===== config.mk =====
export PLATFORM = sky130hd
export DESIGN_NAME = citadel_io_bridge_flat
export DESIGN_NICKNAME = d
export VERILOG_FILES = /design/src/rtl/citadel_io_bridge_if.sv /design/src/rtl/citadel_io_bridge.sv /design/src/flat_wrapper.sv
export SDC_FILE = /design/constraint.sdc
export NUM_CORES = 1
export LEC_CHECK = 0
export BUFFER_PORTS_ARGS = -buffer_cell sky130_fd_sc_hd__buf_2
export CAP_MARGIN = 25
export CORE_ASPECT_RATIO = 1.75
export CORE_UTILIZATION = 25
export DETAILED_ROUTE_END_ITERATION = 12
export PLACE_DENSITY = 0.48
export SYNTH_ARGS = -nofsm -noshare
export SYNTH_HDL_FRONTEND = slang
export SYNTH_SLANG_ARGS = --single-unit

===== constraint.sdc =====
create_clock -name r_clk -period 5.4 [get_ports r_clk]
set_input_delay 0.54 -clock r_clk [delete_from_list [all_inputs] [get_ports r_clk]]
set_output_delay 0.54 -clock r_clk [all_outputs]
set_load 0.02 [all_outputs]

===== src/rtl/citadel_io_bridge_if.sv =====
`default_nettype none
// ============================================================================
//  Module      : citadel_io_bridge_if
//  Description : Bundle of the SoC byte-IO link and the host byte streams
//                serviced by citadel_io_bridge. The slave modport is the
//                bridge's view; the master modport is the SoC/host side.
//  Revision    : 1.0  initial release
// ============================================================================
interface citadel_io_bridge_if #(
    parameter int UP_DEPTH   = 16,
    parameter int DOWN_DEPTH = 16
);
    localparam int c_UP_LW   = $clog2(UP_DEPTH) + 1;
    localparam int c_DOWN_LW = $clog2(DOWN_DEPTH) + 1;

    // SoC byte-IO link
    logic [7:0]           soc_tx;
    logic                 soc_tx_ready;
    logic [7:0]           soc_rx;
    logic                 soc_rx_ready;
    logic                 soc_rx_ack;

    // Host stream towards the host (SoC -> host)
    logic [7:0]           host_out_data;
    logic                 host_out_valid;
    logic                 host_out_ready;

    // Host stream towards the SoC (host -> SoC)
    logic [7:0]           host_in_data;
    logic                 host_in_valid;
    logic                 host_in_ready;

    // Status
    logic                 up_overflow;
    logic [c_UP_LW-1:0]   up_level;
    logic [c_DOWN_LW-1:0] down_level;

    modport slave (
        input  soc_tx, soc_tx_ready, soc_rx_ack,
        input  host_out_ready, host_in_data, host_in_valid,
        output soc_rx, soc_rx_ready,
        output host_out_data, host_out_valid, host_in_ready,
        output up_overflow, up_level, down_level
    );

    modport master (
        output soc_tx, soc_tx_ready, soc_rx_ack,
        output host_out_ready, host_in_data, host_in_valid,
        input  soc_rx, soc_rx_ready,
        input  host_out_data, host_out_valid, host_in_ready,
        input  up_overflow, up_level, down_level
    );
endinterface
`default_nettype wire


===== src/rtl/citadel_io_bridge.sv =====
`default_nettype none
// ============================================================================
//  Module      : citadel_io_bridge
//  Description : Host-side endpoint of the SoC byte-IO link. SoC tx bytes are
//                captured on rising strobe edges into an "up" FIFO drained by
//                a first-word-fall-through host port. Host bytes are queued in
//                a "down" FIFO and presented one at a time on soc_rx /
//                soc_rx_ready until the SoC acknowledges with a rising ack.
//  Options     : CITADEL_IO_LOOPBACK_EN - adds a `loopback` input that routes
//                the up FIFO straight into the down FIFO and fences off the
//                host ports while asserted.
//  Revision    : 1.0  initial release
// ============================================================================
module citadel_io_bridge #(
    parameter int UP_DEPTH   = 16,
    parameter int DOWN_DEPTH = 16
) (
    input  logic r_clk,
    input  logic rst,
`ifdef CITADEL_IO_LOOPBACK_EN
    input  logic loopback,
`endif
    citadel_io_bridge_if.slave bus
);

    localparam int c_UAW = $clog2(UP_DEPTH);
    localparam int c_DAW = $clog2(DOWN_DEPTH);

    localparam logic [c_UAW:0] c_UP_FULL   = (c_UAW+1)'(UP_DEPTH);
    localparam logic [c_DAW:0] c_DOWN_FULL = (c_DAW+1)'(DOWN_DEPTH);

    // Presenter state encoding
    localparam logic [1:0] c_ST_IDLE    = 2'd0;
    localparam logic [1:0] c_ST_PRESENT = 2'd1;
    localparam logic [1:0] c_ST_GAP     = 2'd2;

    // ------------------------------------------------------------------------
    //  Loopback select (constant zero when the option is not built)
    // ------------------------------------------------------------------------
    logic w_loopback;
`ifdef CITADEL_IO_LOOPBACK_EN
    assign w_loopback = loopback;
`else
    assign w_loopback = 1'b0;
`endif

    // ------------------------------------------------------------------------
    //  Strobe edge detection
    // ------------------------------------------------------------------------
    logic r_tx_q;
    logic r_ack_q;
    logic r_rst_q;
    logic w_tx_evt;
    logic w_ack_evt;

    // Previous-cycle copies of the SoC strobes and of reset for edge detection
    always_ff @(posedge r_clk) begin
        if (rst) begin
            r_tx_q  <= 1'b0;
            r_ack_q <= 1'b0;
            r_rst_q <= 1'b1;
        end else begin
            r_tx_q  <= bus.soc_tx_ready;
            r_ack_q <= bus.soc_rx_ack;
            r_rst_q <= 1'b0;
        end
    end

    // The cycle straight after reset is masked so that a strobe held high
    // across reset is seen as an old level, not a fresh edge.
    assign w_tx_evt  = bus.soc_tx_ready & ~r_tx_q  & ~r_rst_q;
    assign w_ack_evt = bus.soc_rx_ack   & ~r_ack_q & ~r_rst_q;

    // ------------------------------------------------------------------------
    //  Up FIFO (SoC -> host)
    // ------------------------------------------------------------------------
    logic [7:0]       r_up_mem [UP_DEPTH];
    logic [c_UAW-1:0] r_up_wptr;
    logic [c_UAW-1:0] r_up_rptr;
    logic [c_UAW:0]   r_up_cnt;
    logic             r_up_ovf;
    logic             w_up_empty;
    logic             w_up_full;
    logic             w_up_push;
    logic             w_up_pop;
    logic             w_up_drop;
    logic [7:0]       w_up_head;

    // ------------------------------------------------------------------------
    //  Down FIFO (host -> SoC)
    // ------------------------------------------------------------------------
    logic [7:0]       r_down_mem [DOWN_DEPTH];
    logic [c_DAW-1:0] r_down_wptr;
    logic [c_DAW-1:0] r_down_rptr;
    logic [c_DAW:0]   r_down_cnt;
    logic             w_down_empty;
    logic             w_down_full;
    logic             w_down_push;
    logic             w_down_pop;
    logic [7:0]       w_down_wdata;

    logic             w_lb_move;
    logic             w_host_in_ready;

    assign w_up_empty   = (r_up_cnt == '0);
    assign w_up_full    = (r_up_cnt == c_UP_FULL);
    assign w_up_head    = r_up_mem[r_up_rptr];

    assign w_down_empty = (r_down_cnt == '0);
    assign w_down_full  = (r_down_cnt == c_DOWN_FULL);

    // Loopback moves one byte per cycle from the up head into the down tail
    assign w_lb_move = w_loopback & ~w_up_empty & ~w_down_full & ~r_rst_q;

    // Host pop or loopback transfer both retire the up FIFO head
    assign w_up_pop  = w_loopback ? w_lb_move
                                  : (~w_up_empty & bus.host_out_ready);

    // A full FIFO still takes a byte when the head leaves in the same cycle
    assign w_up_push = w_tx_evt & (~w_up_full | w_up_pop);
    assign w_up_drop = w_tx_evt &  w_up_full  & ~w_up_pop;

    // No full-cycle bypass: ready depends only on registered occupancy
    assign w_host_in_ready = ~r_rst_q & ~w_down_full & ~w_loopback;

    assign w_down_push  = w_loopback ? w_lb_move
                                     : (bus.host_in_valid & w_host_in_ready);
    assign w_down_wdata = w_loopback ? w_up_head : bus.host_in_data;

    // Up FIFO storage; contents need no reset since the count gates reads
    always_ff @(posedge r_clk) begin
        if (w_up_push) begin
            r_up_mem[r_up_wptr] <= bus.soc_tx;
        end
    end

    // Up FIFO pointers, occupancy and sticky overflow flag
    always_ff @(posedge r_clk) begin
        if (rst) begin
            r_up_wptr <= '0;
            r_up_rptr <= '0;
            r_up_cnt  <= '0;
            r_up_ovf  <= 1'b0;
        end else begin
            if (w_up_push) begin
                r_up_wptr <= r_up_wptr + 1'b1;
            end
            if (w_up_pop) begin
                r_up_rptr <= r_up_rptr + 1'b1;
            end
            case ({w_up_push, w_up_pop})
                2'b10:   r_up_cnt <= r_up_cnt + 1'b1;
                2'b01:   r_up_cnt <= r_up_cnt - 1'b1;
                default: r_up_cnt <= r_up_cnt;
            endcase
            if (w_up_drop) begin
                r_up_ovf <= 1'b1;
            end
        end
    end

    // Down FIFO storage
    always_ff @(posedge r_clk) begin
        if (w_down_push) begin
            r_down_mem[r_down_wptr] <= w_down_wdata;
        end
    end

    // Down FIFO pointers and occupancy
    always_ff @(posedge r_clk) begin
        if (rst) begin
            r_down_wptr <= '0;
            r_down_rptr <= '0;
            r_down_cnt  <= '0;
        end else begin
            if (w_down_push) begin
                r_down_wptr <= r_down_wptr + 1'b1;
            end
            if (w_down_pop) begin
                r_down_rptr <= r_down_rptr + 1'b1;
            end
            case ({w_down_push, w_down_pop})
                2'b10:   r_down_cnt <= r_down_cnt + 1'b1;
                2'b01:   r_down_cnt <= r_down_cnt - 1'b1;
                default: r_down_cnt <= r_down_cnt;
            endcase
        end
    end

    // ------------------------------------------------------------------------
    //  Presenter FSM
    // ------------------------------------------------------------------------
    logic [1:0] r_state;
    logic [1:0] w_state_nxt;
    logic       w_rx_ready;
    logic [7:0] r_soc_rx;

    // State register
    always_ff @(posedge r_clk) begin
        if (rst) begin
            r_state <= c_ST_IDLE;
        end else begin
            r_state <= w_state_nxt;
        end
    end

    // Next-state logic: present a byte, wait for the ack edge, then idle one
    // cycle with ready low so the SoC sees a fresh access for the next byte
    always_comb begin
        w_state_nxt = r_state;
        case (r_state)
            c_ST_IDLE: begin
                if (!w_down_empty) begin
                    w_state_nxt = c_ST_PRESENT;
                end
            end
            c_ST_PRESENT: begin
                if (w_ack_evt) begin
                    w_state_nxt = c_ST_GAP;
                end
            end
            c_ST_GAP: begin
                w_state_nxt = c_ST_IDLE;
            end
            default: begin
                w_state_nxt = c_ST_IDLE;
            end
        endcase
    end

    // Output decode: pop the down head on leaving IDLE, assert ready in PRESENT
    always_comb begin
        w_down_pop = 1'b0;
        w_rx_ready = 1'b0;
        case (r_state)
            c_ST_IDLE:    w_down_pop = ~w_down_empty;
            c_ST_PRESENT: w_rx_ready = 1'b1;
            default:      ;
        endcase
    end

    // Presented byte register; keeps the last byte after the ack
    always_ff @(posedge r_clk) begin
        if (rst) begin
            r_soc_rx <= 8'h00;
        end else if (w_down_pop) begin
            r_soc_rx <= r_down_mem[r_down_rptr];
        end
    end

    // ------------------------------------------------------------------------
    //  Outputs
    // ------------------------------------------------------------------------
    assign bus.soc_rx         = r_soc_rx;
    assign bus.soc_rx_ready   = w_rx_ready;
    assign bus.host_out_data  = w_up_empty ? 8'h00 : w_up_head;
    assign bus.host_out_valid = ~w_up_empty & ~w_loopback;
    assign bus.host_in_ready  = w_host_in_ready;
    assign bus.up_overflow    = r_up_ovf;
    assign bus.up_level       = r_up_cnt;
    assign bus.down_level     = r_down_cnt;

endmodule
`default_nettype wire


===== src/flat_wrapper.sv =====
// flat-port wrapper written by rule: the top's interface ports become plain ports
module citadel_io_bridge_flat 
#(
    parameter int UP_DEPTH   = 16,
    parameter int DOWN_DEPTH = 16
)
  (r_clk, rst, bus_soc_tx, bus_soc_tx_ready, bus_soc_rx_ack, bus_host_out_ready, bus_host_in_data, bus_host_in_valid, bus_soc_rx, bus_soc_rx_ready, bus_host_out_data, bus_host_out_valid, bus_host_in_ready, bus_up_overflow, bus_up_level, bus_down_level);
  citadel_io_bridge_if #(.UP_DEPTH(UP_DEPTH), .DOWN_DEPTH(DOWN_DEPTH)) bus_i ();
  input  logic r_clk;
  input  logic rst;
  input wire logic [$bits(bus_i.soc_tx)-1:0] bus_soc_tx;
  input wire logic [$bits(bus_i.soc_tx_ready)-1:0] bus_soc_tx_ready;
  input wire logic [$bits(bus_i.soc_rx_ack)-1:0] bus_soc_rx_ack;
  input wire logic [$bits(bus_i.host_out_ready)-1:0] bus_host_out_ready;
  input wire logic [$bits(bus_i.host_in_data)-1:0] bus_host_in_data;
  input wire logic [$bits(bus_i.host_in_valid)-1:0] bus_host_in_valid;
  output wire logic [$bits(bus_i.soc_rx)-1:0] bus_soc_rx;
  output wire logic [$bits(bus_i.soc_rx_ready)-1:0] bus_soc_rx_ready;
  output wire logic [$bits(bus_i.host_out_data)-1:0] bus_host_out_data;
  output wire logic [$bits(bus_i.host_out_valid)-1:0] bus_host_out_valid;
  output wire logic [$bits(bus_i.host_in_ready)-1:0] bus_host_in_ready;
  output wire logic [$bits(bus_i.up_overflow)-1:0] bus_up_overflow;
  output wire logic [$bits(bus_i.up_level)-1:0] bus_up_level;
  output wire logic [$bits(bus_i.down_level)-1:0] bus_down_level;
  assign bus_i.soc_tx = bus_soc_tx;
  assign bus_i.soc_tx_ready = bus_soc_tx_ready;
  assign bus_i.soc_rx_ack = bus_soc_rx_ack;
  assign bus_i.host_out_ready = bus_host_out_ready;
  assign bus_i.host_in_data = bus_host_in_data;
  assign bus_i.host_in_valid = bus_host_in_valid;
  assign bus_soc_rx = bus_i.soc_rx;
  assign bus_soc_rx_ready = bus_i.soc_rx_ready;
  assign bus_host_out_data = bus_i.host_out_data;
  assign bus_host_out_valid = bus_i.host_out_valid;
  assign bus_host_in_ready = bus_i.host_in_ready;
  assign bus_up_overflow = bus_i.up_overflow;
  assign bus_up_level = bus_i.up_level;
  assign bus_down_level = bus_i.down_level;
  citadel_io_bridge #(.UP_DEPTH(UP_DEPTH), .DOWN_DEPTH(DOWN_DEPTH)) u_core (.r_clk(r_clk), .rst(rst), .bus(bus_i));
endmodule

==> results_tabular.tex <==
\begin{tabular}{lr}
\hline
Metric & Value \\
\hline
\multicolumn{2}{l}{\textbf{Global routing}} \\
\quad All-layer global routing usage & 12.2\% \\
\quad Antenna violations before repair & 2 \\
\quad First-pass GRT wire length & 43700 microns \\
\quad Vias in the first global route & 6662 \\
\quad GR Overflow Total & 0 \\
\quad Maximum number of pins on one net before global-route repair & 46 \\
\multicolumn{2}{l}{\textbf{Setup path}} \\
\quad Capture point of the worst reg-to-reg path & u\_core.bus.down\_level[4] \\
\quad Crit path kind & register to output pin \\
\quad Cell family with the largest share of critical-path delay & flip-flops \\
\quad Crit path buf inv count & 2 \\
\quad Origin of the critical flop-to-flop path & u\_core.bus.down\_level[4] \\
\quad Setup slack of the most critical reg-to-reg path & 2270 ps \\
\quad Slowest cell delay on critical path & 790 ps \\
\quad Endpoint of the worst setup timing path & bus\_host\_out\_data[5] \\
\quad Required @ worst endpoint & 4860 ps \\
\quad Critical Path Sink Type & output pin \\
\quad Worst Path Max Fanout & 19 \\
\quad Library cell contributing the largest single delay on the critical path & dfxtp\_2 \\
\quad Number of cells on the worst reg-to-reg path & 8 \\
\quad Worst path depth & 5 \\
\quad Cells along the critical path & buf\_4 -> mux4\_2 -> mux2i\_1 -> o22ai\_1 -> buf\_2 \\
\quad Category of the worst setup path launch point & register \\
\quad CP arrival & 2820 ps \\
\multicolumn{2}{l}{\textbf{Place}} \\
\quad Detailed-placement wirelength estimate & 21300 microns \\
\quad Count of buffers inserted at the top-level ports & 51 \\
\quad Setup slack at placement & 2260 ps \\
\quad RD Place Congestion & 0.809 \\
\multicolumn{2}{l}{\textbf{Synth}} \\
\quad Fraction of the yosys area taken by sequential cells & 70.5\% \\
\quad Post-synthesis mux area share & 13.3\% \\
\quad Synth Net Count & 763 \\
\quad Adder-cell area share of the yosys netlist & 1.92\% \\
\quad Number of warnings reported in the yosys synthesis log & 0 \\
\quad Top\_reg\_cell synth & edfxtp\_1 \\
\quad Cells after synthesis & 723 \\
\quad Yosys top cell area share & 63.3\% \\
\quad Cell types occupying the most area after synthesis & edfxtp\_1, mux4\_2, dfxtp\_1, mux2i\_1, ha\_1 \\
\quad Xor/xnor cell area share of the yosys netlist & 1.08\% \\
\quad Dominant combinational cell family by area after synthesis & multiplexers \\
\quad Unique masters post-synth & 61 \\
\quad Complex-gate fraction of the synthesized area & 5.28\% \\
\quad Average size of a mapped cell & 16.8 sq um \\
\quad Cell area after synthesis & 0.0121 sq mm \\
\quad Proportion of synthesized flip-flops having asynchronous set or reset & 0\% \\
\quad Cell accounting for the most synthesized area & edfxtp\_1 \\
\quad Synth Area in Simple Gates & 5.88\% \\
\quad Post-synthesis register bit count & 300 \\
\quad Number of synthesized flops with an enable pin & 256 \\
\multicolumn{2}{l}{\textbf{Cells and area}} \\
\quad Commonest cells after routing, fill and taps aside & edfxtp\_1, mux2i\_1, nor2\_1, buf\_2, mux4\_2 \\
\quad Commonest non-fill, non-tap cell in the layout & edfxtp\_1 \\
\quad Share of cells above drive strength 1 & 21.4\% \\
\quad Core Util, Final & 29.4\% \\
\quad Layout overhead on the synthesized area & 16.0\% \\
\quad Ant. Diodes & 0 \\
\quad Nets@finish & 816 \\
\multicolumn{2}{l}{\textbf{Clocking}} \\
\quad CTS clk-pin slew, worst paths & 60 ps \\
\quad Library cell used as clock root buffer & clkbuf\_16 \\
\quad Number of buffers created by CTS & 30 \\
\quad Count of H-tree levels built during CTS & 1 \\
\quad Number of gates given a new drive strength after cts & 0 \\
\quad Clk sink count & 300 \\
\quad TritonCTS clock tree & yes \\
\quad Quantity of hold-fixing buffers added after cts & 0 \\
\quad Clk buf depth & 3 \\
\quad Worst-skew pair later-pin latency & 570 ps \\
\quad Buffers inserted by post-CTS timing repair & 0 \\
\multicolumn{2}{l}{\textbf{Power}} \\
\quad Worst IR Drop VDD & 0.278 mV \\
\quad Power per standard cell area & 435 mW/mm\^{}2 \\
\quad LEAKAGE & 4.40 nW \\
\multicolumn{2}{l}{\textbf{Timing}} \\
\quad Worst relative slew slack & 33.1\% \\
\quad Final setup TNS & 0 ps \\
\quad Worst slew pin tran & 998 ps \\
\quad Total setup violations reported at the end of the flow & 0 \\
\quad Final Hold Violating Endpoints & 0 \\
\quad Portion of the clock cycle consumed by the worst path in the final layout & 62.2\% \\
\quad Maximum clock frequency & 298 MHz \\
\quad RSZ-0062 raised after global routing & false \\
\quad Max Transition Viols Final & 0 \\
\quad Crit path time final & 3360 ps \\
\quad Largest clock skew in the final design & 11.9 ps \\
\quad Final critical-path setup slack & 2040 ps \\
\multicolumn{2}{l}{\textbf{Floorplan}} \\
\quad Number of top-level pins & 52 \\
\quad Width of the die & 169 microns \\
\quad Floorplan core area & 0.0479 sq mm \\
\quad Count of standard-cell rows & 106 \\
\quad Chip Height & 294 microns \\
\quad Initial cell density of the core & 25.4\% \\
\quad Die footprint & 0.0495 sq mm \\
\multicolumn{2}{l}{\textbf{Job}} \\
\quad Count of max-cap constraint violations & 0 \\
\multicolumn{2}{l}{\textbf{Drt}} \\
\quad Detailed-routing iteration count for the pre-antenna-repair pass & 4 \\
\quad Number of DRC violations after detailed routing & 0 \\
\quad DRC violation total after the first TritonRoute iteration & 343 \\
\quad Total routed wirelength & 29600 microns \\
\quad Wire length per cell & 20.5 microns \\
\quad Via density per instance & 4.34 \\
\quad Detail Route Antenna Nets & 0 \\
\quad Total number of vias & 6278 \\
\multicolumn{2}{l}{\textbf{Run status}} \\
\quad Result of the run & finished, final reports clean \\
\multicolumn{2}{l}{\textbf{Hold path}} \\
\quad Worst hold path type & input port to register \\
\hline
\end{tabular}
## state kept, by name, indices dropped and copies added (netlist names), 2 cells and up, named ones only
register	cells
u_core.r_state	2
u_core.r_up_mem	128
u_core.r_up_rptr	4
u_core.bus.down_level	5
u_core.r_down_mem	128
u_core.r_down_rptr	4
u_core.bus.soc_rx	8
u_core.r_up_wptr	4
u_core.bus.up_level	5
u_core.r_down_wptr	4
## cells by family (layout without fill, tap and decap cells)
family / Yosys count / in the layout
DFF: 300 / 300
and+or+nand+nor: 139 / 139
muxes: 106 / 106
AOI/OAI and AO/OA: 85 / 85
buffers and inverters: 60 / 135
adders and majority gates: 18 / 18
xor gates and xnor gates: 15 / 15
## cell usage after synthesis, types with 9 or more instances
library cell  count
buf_2            12
nor2_1           56
edfxtp_1        256
ha_1             17
xnor2_1           9
dfxtp_1          44
nor3_1           10
nand2_1          18
clkbuf_1         20
mux4_2           44
inv_1            19
o22ai_1          28
mux2i_1          61
## worst min path at each step
stage                     cells after the start                    from                endpoint
final                                         2        bus_soc_tx_ready           u_core.r_tx_q
after global routing                          2        bus_soc_tx_ready           u_core.r_tx_q
after CTS                                     2        bus_soc_tx_ready           u_core.r_tx_q
after detailed placement                      2  u_core.bus.up_overflow  u_core.bus.up_overflow
after global placement                        2  u_core.bus.up_overflow  u_core.bus.up_overflow
after floorplan                               2     u_core.r_up_wptr[1]     u_core.r_up_wptr[1]
## cell type report
cell class	instances	area, sq um
multi-input cells	363	3380
repair buffers	61	330
well taps	648	811
clock inverters	19	134
clock buffers	35	791
fillers	4763	33800
inverters	20	75.1
flip-flops and latches	300	8570
## per-layer routing
layer	vias up	wire length, microns	GRT usage [%]
met5	-	9	0
met4	2	1330	5.90
met3	60	1000	1.94
met2	117	17500	25.3
met1	3156	9740	11.0
li1	2943	-	-
## report_power, final
part	total (mW)	switching, mW	internal, mW	leakage, nW
sequential	2.72	0.123	2.60	2.67
clock	1.98	0.887	1.10	0.456
combinational	1.42	0.883	0.541	1.28
## metrics by stage
stage	power [mW]	instances	area, sq um	hold slack [ps]
after floorplan	3.74	723	12100	482
after global placement	4.23	1392	13200	452
after detailed placement	4.24	1392	13200	465
after CTS	6.25	1446	14100	187
after global routing	6.42	1446	14100	212
final	6.13	1446	14100	213
No activity file was read; power rests on OpenSTA's default activity.
